==> src/rtl/mp_pkg.sv <==
`default_nettype none
// ---------------------------------------------------------------------------
// mp_pkg : shared encodings for the multiply-processor blocks
// Rev 1.0 : initial release
// ---------------------------------------------------------------------------
package mp_pkg;

  localparam int MP_WIDTH_DEFAULT = 32;

  typedef enum logic [1:0] {
    ST_IDLE = 2'b00,
    ST_BUSY = 2'b01,
    ST_DONE = 2'b10
  } booth_state_t;

  // Controller sequencing that consumes op_done in OP_CAL.
  typedef enum logic [2:0] {
    OP_IDLE  = 3'd0,
    OP_FETCH = 3'd1,
    OP_CAL   = 3'd2,
    OP_WB    = 3'd3
  } ctrl_state_t;

endpackage
`default_nettype wire

==> src/rtl/mp_booth_enc.sv <==
`default_nettype none
// ---------------------------------------------------------------------------
// mp_booth_enc : radix-4 Booth recoder, triplet -> {neg, one, two}
// Rev 1.0 : initial release
// ---------------------------------------------------------------------------
module mp_booth_enc (
  input  logic [2:0] triplet,
  output logic       neg,
  output logic       one,
  output logic       two
);

  // 000 and 111 both mean zero, so neg is suppressed for 111.
  assign neg = triplet[2] & ~(triplet[1] & triplet[0]);
  assign one = triplet[1] ^ triplet[0];
  assign two = (triplet == 3'b011) | (triplet == 3'b100);

endmodule
`default_nettype wire

==> src/rtl/mp_booth_mul.sv <==
`default_nettype none
// ---------------------------------------------------------------------------
// mp_booth_mul : iterative signed radix-4 Booth multiplier, WIDTH/2 cycles
// Rev 1.0 : initial release
// ---------------------------------------------------------------------------
module mp_booth_mul
  import mp_pkg::*;
#(
  parameter int WIDTH = MP_WIDTH_DEFAULT
) (
  input  logic                 clk,
  input  logic                 reset,
  input  logic                 op_start,
  input  logic                 op_clear,
  input  logic [WIDTH-1:0]     multiplicand,
  input  logic [WIDTH-1:0]     multiplier,
  output logic                 op_done,
  output logic                 busy,
  output logic [2*WIDTH-1:0]   result
);

  localparam int STEPS = WIDTH / 2;
  localparam int CNT_W = $clog2(STEPS) + 1;
  localparam logic [CNT_W-1:0] LAST = CNT_W'(STEPS - 1);

  booth_state_t     state;
  logic [WIDTH-1:0] a_q;
  logic [WIDTH+1:0] acc_hi;   // two guard bits keep +/-2A from overflowing
  logic [WIDTH-1:0] acc_lo;   // multiplier bits, shifted out as they are consumed
  logic             acc_prev;
  logic [CNT_W-1:0] cnt;

  logic             sel_neg;
  logic             sel_one;
  logic             sel_two;
  logic [WIDTH+1:0] mag;
  logic [WIDTH+1:0] addend;
  logic [WIDTH+1:0] hi_sum;
  logic [WIDTH+1:0] hi_next;
  logic [WIDTH-1:0] lo_next;

  mp_booth_enc u_enc (
    .triplet ({acc_lo[1:0], acc_prev}),
    .neg     (sel_neg),
    .one     (sel_one),
    .two     (sel_two)
  );

  always_comb begin
    mag = '0;
    if (sel_one)
      mag = {{2{a_q[WIDTH-1]}}, a_q};
    else if (sel_two)
      mag = {a_q[WIDTH-1], a_q, 1'b0};
    addend  = sel_neg ? -mag : mag;
    hi_sum  = acc_hi + addend;
    hi_next = {{2{hi_sum[WIDTH+1]}}, hi_sum[WIDTH+1:2]};
    lo_next = {hi_sum[1:0], acc_lo[WIDTH-1:2]};
  end

  always_ff @(posedge clk) begin
    if (reset) begin
      state    <= ST_IDLE;
      op_done  <= 1'b0;
      busy     <= 1'b0;
      result   <= '0;
      a_q      <= '0;
      acc_hi   <= '0;
      acc_lo   <= '0;
      acc_prev <= 1'b0;
      cnt      <= '0;
    end else begin
      case (state)
        ST_IDLE, ST_DONE: begin
          if (op_clear) begin
            state   <= ST_IDLE;
            op_done <= 1'b0;
            busy    <= 1'b0;
            result  <= '0;
          end else if (op_start) begin
            state    <= ST_BUSY;
            op_done  <= 1'b0;
            busy     <= 1'b1;
            a_q      <= multiplicand;
            acc_hi   <= '0;
            acc_lo   <= multiplier;
            acc_prev <= 1'b0;
            cnt      <= '0;
          end
        end
        ST_BUSY: begin
          if (op_clear) begin
            state  <= ST_IDLE;
            busy   <= 1'b0;
            result <= '0;
          end else begin
            acc_hi   <= hi_next;
            acc_lo   <= lo_next;
            acc_prev <= acc_lo[1];
            if (cnt == LAST) begin
              state   <= ST_DONE;
              busy    <= 1'b0;
              op_done <= 1'b1;
              result  <= {hi_next[WIDTH-1:0], lo_next};
            end else begin
              cnt <= cnt + CNT_W'(1);
            end
          end
        end
        default: begin
          state   <= ST_IDLE;
          op_done <= 1'b0;
          busy    <= 1'b0;
          result  <= '0;
        end
      endcase
    end
  end

endmodule
`default_nettype wire

==> config.mk <==
export PLATFORM = sky130hd
export DESIGN_NAME = mp_booth_mul
export DESIGN_NICKNAME = d
export VERILOG_FILES = /design/src/rtl/mp_pkg.sv /design/src/rtl/mp_booth_enc.sv /design/src/rtl/mp_booth_mul.sv
export SDC_FILE = /design/constraint.sdc
export NUM_CORES = 1
export LEC_CHECK = 0
export BUFFER_PORTS_ARGS = -buffer_cell sky130_fd_sc_hd__buf_2
export CORE_MARGIN = 2
export CORE_UTILIZATION = 60
export CTS_BUF_LIST = sky130_fd_sc_hd__clkbuf_8
export DETAILED_ROUTE_END_ITERATION = 8
export GPL_TIMING_DRIVEN = 0
export PLACE_DENSITY = 0.85
export SLEW_MARGIN = 0
export SYNTH_ARGS = -nofsm -noshare
export SYNTH_HDL_FRONTEND = slang
export SYNTH_SLANG_ARGS = --single-unit
==> constraint.sdc <==
create_clock -name clk -period 7.6 [get_ports clk]
set_clock_uncertainty 0.15 [all_clocks]
set_input_delay 0 -clock clk [delete_from_list [all_inputs] [get_ports clk]]
set_output_delay 0 -clock clk [all_outputs]
set_load 0.01 [all_outputs]
### Word-level counts from Yosys, hierarchy flattened

Index checks and enable logic that the tools add are counted.

* flip-flop bits (word level): 172
* output and inout bits: 66
* input bits: 68

* add/sub/neg operators: 3
* reductions and logical operators: 9
* muxes and demuxes: 38
* equality and inequality tests: 13
* bitwise logic cells: 6

Operators by type and width (count)
* $mux W34: 6
* $mux W64: 3
* $pmux W64 S2: 1
* $mux W32: 3
* $pmux W34 S2: 1
* $pmux W32 S2: 1
* $add A34 B34 Y34: 1
* $neg A34 Y34: 1
* $mux W5: 4
* $ne A2 B2 Y1 const B: 6
* $mux W1: 10
* $pmux W5 S2: 1
* $mux W2: 4
* $ne A3 B3 Y1 const B: 2
* $pmux W1 S2: 3
* $reduce_and A3 Y1: 2
* $add A5 B1 Y5 const B: 1
* $eq A5 B4 Y1 const B: 1
* $reduce_and A5 Y1: 1
* $pmux W2 S2: 1
* $reduce_and A2 Y1: 2
* $reduce_and A4 Y1: 1
* $eq A3 B2 Y1 const B: 1
* $eq A3 B3 Y1 const B: 1
* other kinds (9): 11

### Longest topological paths before layout

* depth after elaboration: 10
* depth in mapped cells: 25
* depth with buffers taken out: 21

### Modules after synthesis

A second synthesis with hierarchy kept.

* cell total of the unflattened synthesis: 1204
* area, all modules: 9426.5 um^2

By module, submodules not included
* mp_booth_mul: times used 1, cells an instance 1198, area an instance 9372.7 um^2
* mp_booth_enc: times used 1, cells an instance 6, area an instance 53.8 um^2

### Worst setup path before layout

Ideal clock, no wire load.

* path type: register to register
* start: register acc_lo[0]
* end: register acc_hi[28]
* slack: 2.363 ns
* stages on the path, launching flop included: 26
* data arrival time: 5.013 ns
* required time: 7.376 ns
* path through: dfxtp_1 inv_1 ha_1 clkbuf_1 buf_2 buf_2 clkbuf_1 buf_1 a21oi_1 ha_1 o211ai_1 a21oi_1 o21a_1 nor2b_1 nor2_1 xnor2_1 ha_1 clkbuf_1 nand4_1 nor3_1 nand3_1 a211oi_1 o21ai_1 o21a_1 o311a_1 o21ai_0

* cells in the longest elaborated chain, start to end: 9
* elaborated cells on any way between the ends: 14
* classes of those cells: add/sub: 2; eq/ne: 2; mux: 5; bitwise: 5

Ends and longest elaborated chain
* start, declared: RTL line mp_booth_mul.sv:29 `logic [WIDTH-1:0] acc_lo;`
* start signal, assigned: RTL line mp_booth_mul.sv:86 `acc_lo <= multiplier;`
* start signal, assigned: RTL line mp_booth_mul.sv:98 `acc_lo <= lo_next;`
* $eq A3 B2 Y1 / $eq A3 B3 Y1 (equally long branches): RTL line mp_booth_enc.sv:16 `assign two = (triplet == 3'b011) | (triplet == 3'b100);`
* $or A1 B1 Y1: RTL line mp_booth_enc.sv:16
* $mux W34: RTL line mp_booth_mul.sv:53 `else if (sel_two)`
* $mux W34: RTL line mp_booth_mul.sv:51 `if (sel_one)`
* $neg A34 Y34: RTL line mp_booth_mul.sv:55 `addend = sel_neg ? -mag : mag;`
* $mux W34 (*): RTL line mp_booth_mul.sv:55
* $add A34 B34 Y34 (*): RTL line mp_booth_mul.sv:56 `hi_sum = acc_hi + addend;`
* $mux W34 (*): RTL line mp_booth_mul.sv:92 `if (op_clear) begin`
* $pmux W34 S2 (*): RTL line mp_booth_mul.sv:73 `case (state)`
* end signal, assigned: RTL line mp_booth_mul.sv:97 `acc_hi <= hi_next;`
* end, declared: RTL line mp_booth_mul.sv:28 `logic [WIDTH+1:0] acc_hi;`

Every way passes the cells marked *; elsewhere a longest branch is shown, timed or not. The select of a mux whose other input is x is not followed.
A chain may end at the register's enable or synchronous reset.

### Worst setup path after layout

* start: register acc_lo[0]
* end: register result[60]

* cells in the longest elaborated chain, start to end: 10
* elaborated cells on any way between the ends: 15
* classes of those cells: add/sub: 2; eq/ne: 2; mux: 6; bitwise: 5

Ends and longest elaborated chain
* $eq A3 B2 Y1 / $eq A3 B3 Y1 (equally long branches): RTL line mp_booth_enc.sv:16
* $or A1 B1 Y1: RTL line mp_booth_enc.sv:16
* $mux W34: RTL line mp_booth_mul.sv:53
* $mux W34: RTL line mp_booth_mul.sv:51
* $neg A34 Y34: RTL line mp_booth_mul.sv:55
* $mux W34 (*): RTL line mp_booth_mul.sv:55
* $add A34 B34 Y34 (*): RTL line mp_booth_mul.sv:56
* $mux W64 (*): RTL line mp_booth_mul.sv:100 `if (cnt == LAST) begin`
* $mux W64 (*): RTL line mp_booth_mul.sv:92
* $pmux W64 S2 (*): RTL line mp_booth_mul.sv:73
* end signal, assigned: RTL line mp_booth_mul.sv:104 `result <= {hi_next[WIDTH-1:0], lo_next};`
* end, declared: RTL line mp_booth_mul.sv:19 `output logic [2*WIDTH-1:0] result`

Marked as above.

==> impl_metrics.env <==
export IMPL_outcome="finished clean"
export IMPL_ys_types=59
export IMPL_rsz0062_at_grt="false"
export IMPL_post_cts_buffers=0
export IMPL_syn_nets=1304
export IMPL_worstSetupStartpointType="register"
export IMPL_worstMarginPinSlew_ps=891.7
export IMPL_cts_tree="done"
export IMPL_grt_ovfl_total=0
export IMPL_cp_end_kind="register"
export IMPL_drt_total_wl_um=29890
export IMPL_htree_levels=4
export IMPL_cts_buffers=17
export IMPL_worstRegToRegCells=25
export IMPL_die_x_um=128.5
export IMPL_power_per_cell_area_nw_per_um2=172.1
export IMPL_nets=1525
export IMPL_core_um2=15150
export IMPL_antenna_found_initial=0
export IMPL_drtAntennaViolNets=0
export IMPL_p_leak_nw=4.653
export IMPL_start_util_pct=61.40
export IMPL_grt_max_degree=20
export IMPL_hold_start="reset"
export IMPL_drive_gt1_share_pct=12.30
export IMPL_r2r_start="acc_lo[0]"
export IMPL_syn_area_per_cell_um2=7.769
export IMPL_stdcell_area_um2=11310
export IMPL_vdd_drop_max_uv=151.6
export IMPL_cts_buffer_depth=2
export IMPL_dpl_cell_count=1517
export IMPL_grt_pass1_wl_um=47480
export IMPL_drt_vias_per_instance=6.256
export IMPL_place_hpwl_um=20330
export IMPL_rr_endpoint="result[60]"
export IMPL_vias=10130
export IMPL_drv_slew=0
export IMPL_layout_commonest_cell="nand2_1"
export IMPL_wl_per_cell_um=18.46
export IMPL_synth_seq_cells=169
export IMPL_fin_crit_sh_pct=94.74
export IMPL_maxCapViolations=0
export IMPL_io_pins=134
export IMPL_dpl_cell_area_um2=10190
export IMPL_critPathLaunch="acc_lo[0]"
export IMPL_crit_fanout=10
export IMPL_die_h_um=128.5
export IMPL_synth_edf_count=0
export IMPL_worst_ep_arrival_time_ps=7460
export IMPL_ys_warn_count=0
export IMPL_hold_violations=0
export IMPL_grt_pass1_vias=9356
export IMPL_hold_depth=4
export IMPL_maxSlewHeadroom_pct=40.33
export IMPL_layout_common_cells="nand2_1, dfxtp_1, nor2_1, buf_2, a21oi_1"
export IMPL_area_delta_synth_final_pct=21.60
export IMPL_cts_reportedPaths_clkPinSlew_ps=100
export IMPL_whs_endpoint="acc_hi[30]"
export IMPL_track_usage_pct=36.05
export IMPL_first_pass_iters=5
export IMPL_routabilityCongestion=0.9645
export IMPL_portBuffers=132
export IMPL_clkLatencyLatePin_ps=490
export IMPL_clock_sinks=169
export IMPL_first_iter_violations=1148
export IMPL_fin_cells=1619
export IMPL_r2r_slack_ps=400
export IMPL_async_flop_share_pct=0
export IMPL_die_area_um2=16510
export IMPL_finalSetupViolations=0
export IMPL_drc=0
export IMPL_num_rows=45
export IMPL_insertedDiodeCount=0
export IMPL_cts_root_buffer="clkbuf_8"
export IMPL_critical_path_required_ps=7860
export IMPL_synth_top_flop_cell="dfxtp_1"
export IMPL_fin_setup_tns_ps=0
export IMPL_min_path_type="in -> reg"
export IMPL_seq_area_frac_synth_pct=36.38
export IMPL_path_class="reg -> reg"
export IMPL_max_freq_mhz=138.9
export IMPL_syn_instance_count=1197
export IMPL_syn_area_um2=9299
export IMPL_min_period_ps=7200
## cell type report
class | count | area (um2)
fillers | 1151 | 3839
clock buffers | 17 | 234.0
multi-input cells | 929 | 5544
flip-flops and latches | 169 | 3383
well taps | 188 | 235.2
clock inverters | 15 | 172.7
inverters | 24 | 90.09
repair buffers | 202 | 1361
plain buffers | 75 | 286.5
## registers in the layout, indices dropped and copies added, names as in the netlist
register and flops:
busy 1, op_done 1, state 1, acc_prev 1, a_q 32, acc_lo 32, cnt 5, acc_hi 32
result 64
## worst max path at each step
stage | to | slack, ps | cells past startpoint
2_1_floorplan | acc_hi[28] | 2360 | 25
3_3_place_gp | result[60] | 670 | 25
3_5_place_dp | result[60] | 680 | 25
4_1_cts | result[60] | 620 | 25
5_1_grt | result[60] | 70 | 25
6_report | result[60] | 400 | 25
## repair_timing
action / 4_1_cts / 5_1_grt
gates resized for setup: 0 / 0
hold endpoints to repair: 68 / 0
hold buffers: 70 / 0
## layer usage
metal | GRT usage (%) | vias up | wire length (um)
li1 | - | 4740 | -
met1 | 48.24 | 4774 | 12600
met2 | 59.36 | 549 | 14000
met3 | 7.734 | 66 | 2697
met4 | 9.847 | 0 | 595
met5 | 0 | - | 0
## Yosys cell counts (7+ instances only)
master	n	area (um2)
a22o_1	28	245.2
nand3_1	13	65.06
o21a_1	14	105.1
nand2b_1	14	87.58
and2_1	7	43.79
nor2b_1	12	75.07
and3_1	11	68.82
a22oi_1	63	473.0
a21oi_1	99	495.5
xnor2_1	36	315.3
nor3_1	25	125.1
a21o_1	11	82.58
o21ai_0	50	250.2
nand2_1	196	735.7
a311oi_1	33	289.0
nor2_1	155	581.8
buf_1	9	33.78
ha_1	38	475.5
inv_1	24	90.09
nand4_1	8	50.05
clkbuf_1	62	232.7
dfxtp_1	169	3383
a211oi_1	11	82.58
mux2i_1	8	80.08
xor2_1	19	166.4
## metrics by stage
stage | hold WS (ps) | setup slack [ps] | util, % | total power (W)
finish | 112.2 | 399.7 | 74.66 | 0.001946
detailed placement | 95.29 | 679.3 | 67.31 | 0.001268
CTS | 78.87 | 624.8 | 74.62 | 0.001926
floorplan | -14.03 | 2363 | - | 0.001168
global placement | 91.38 | 666.0 | 67.31 | 0.001263
global route | 136.1 | 72.65 | 74.66 | 0.002016
## power by group
| group | total [W] | internal (W) | switching, W |
|---|---|---|---|
| clock network | 0.000653 | 0.000251 | 0.000402 |
| registers | 0.000938 | 0.000910 | 0.0000276 |
| logic | 0.000354 | 0.000132 | 0.000222 |
| total | 0.00195 | 0.00129 | 0.000652 |
## kinds of logic (layout without fill, tap and decap cells)
| kind of cell | Yosys count | after routing | share of synthesized area (%) |
|---|---|---|---|
| AND/OR/NAND/NOR | 460 | 460 | 21.26 |
| AO/OA/AOI/OAI | 365 | 365 | 26.64 |
| flip-flops | 169 | 169 | 36.38 |
| buffers and inverters | 99 | 333 | 4.050 |
| XOR/XNOR | 56 | 56 | 5.355 |
| adder cells (fa/ha/maj) | 39 | 39 | 5.328 |
| multiplexers | 9 | 9 | 0.9823 |
## worst max-delay path, stage by stage (launching register included)
cell	delay (ps)
dfxtp_1	390
inv_1	60
ha_1	360
clkbuf_1	420
buf_2	300
buf_2	260
clkbuf_1	450
buf_1	510
a21oi_1	190
ha_1	260
o211ai_1	150
a21oi_1	120
o21a_1	220
nor2b_1	230
nor2_1	150
xnor2_1	150
ha_1	290
clkbuf_1	270
nand4_1	250
nor3_1	340
nand3_1	140
a211oi_1	490
o21ai_1	250
o21a_1	250
o311a_1	310
o21ai_0	150
Note: power is estimated with default switching activity, not from simulation.
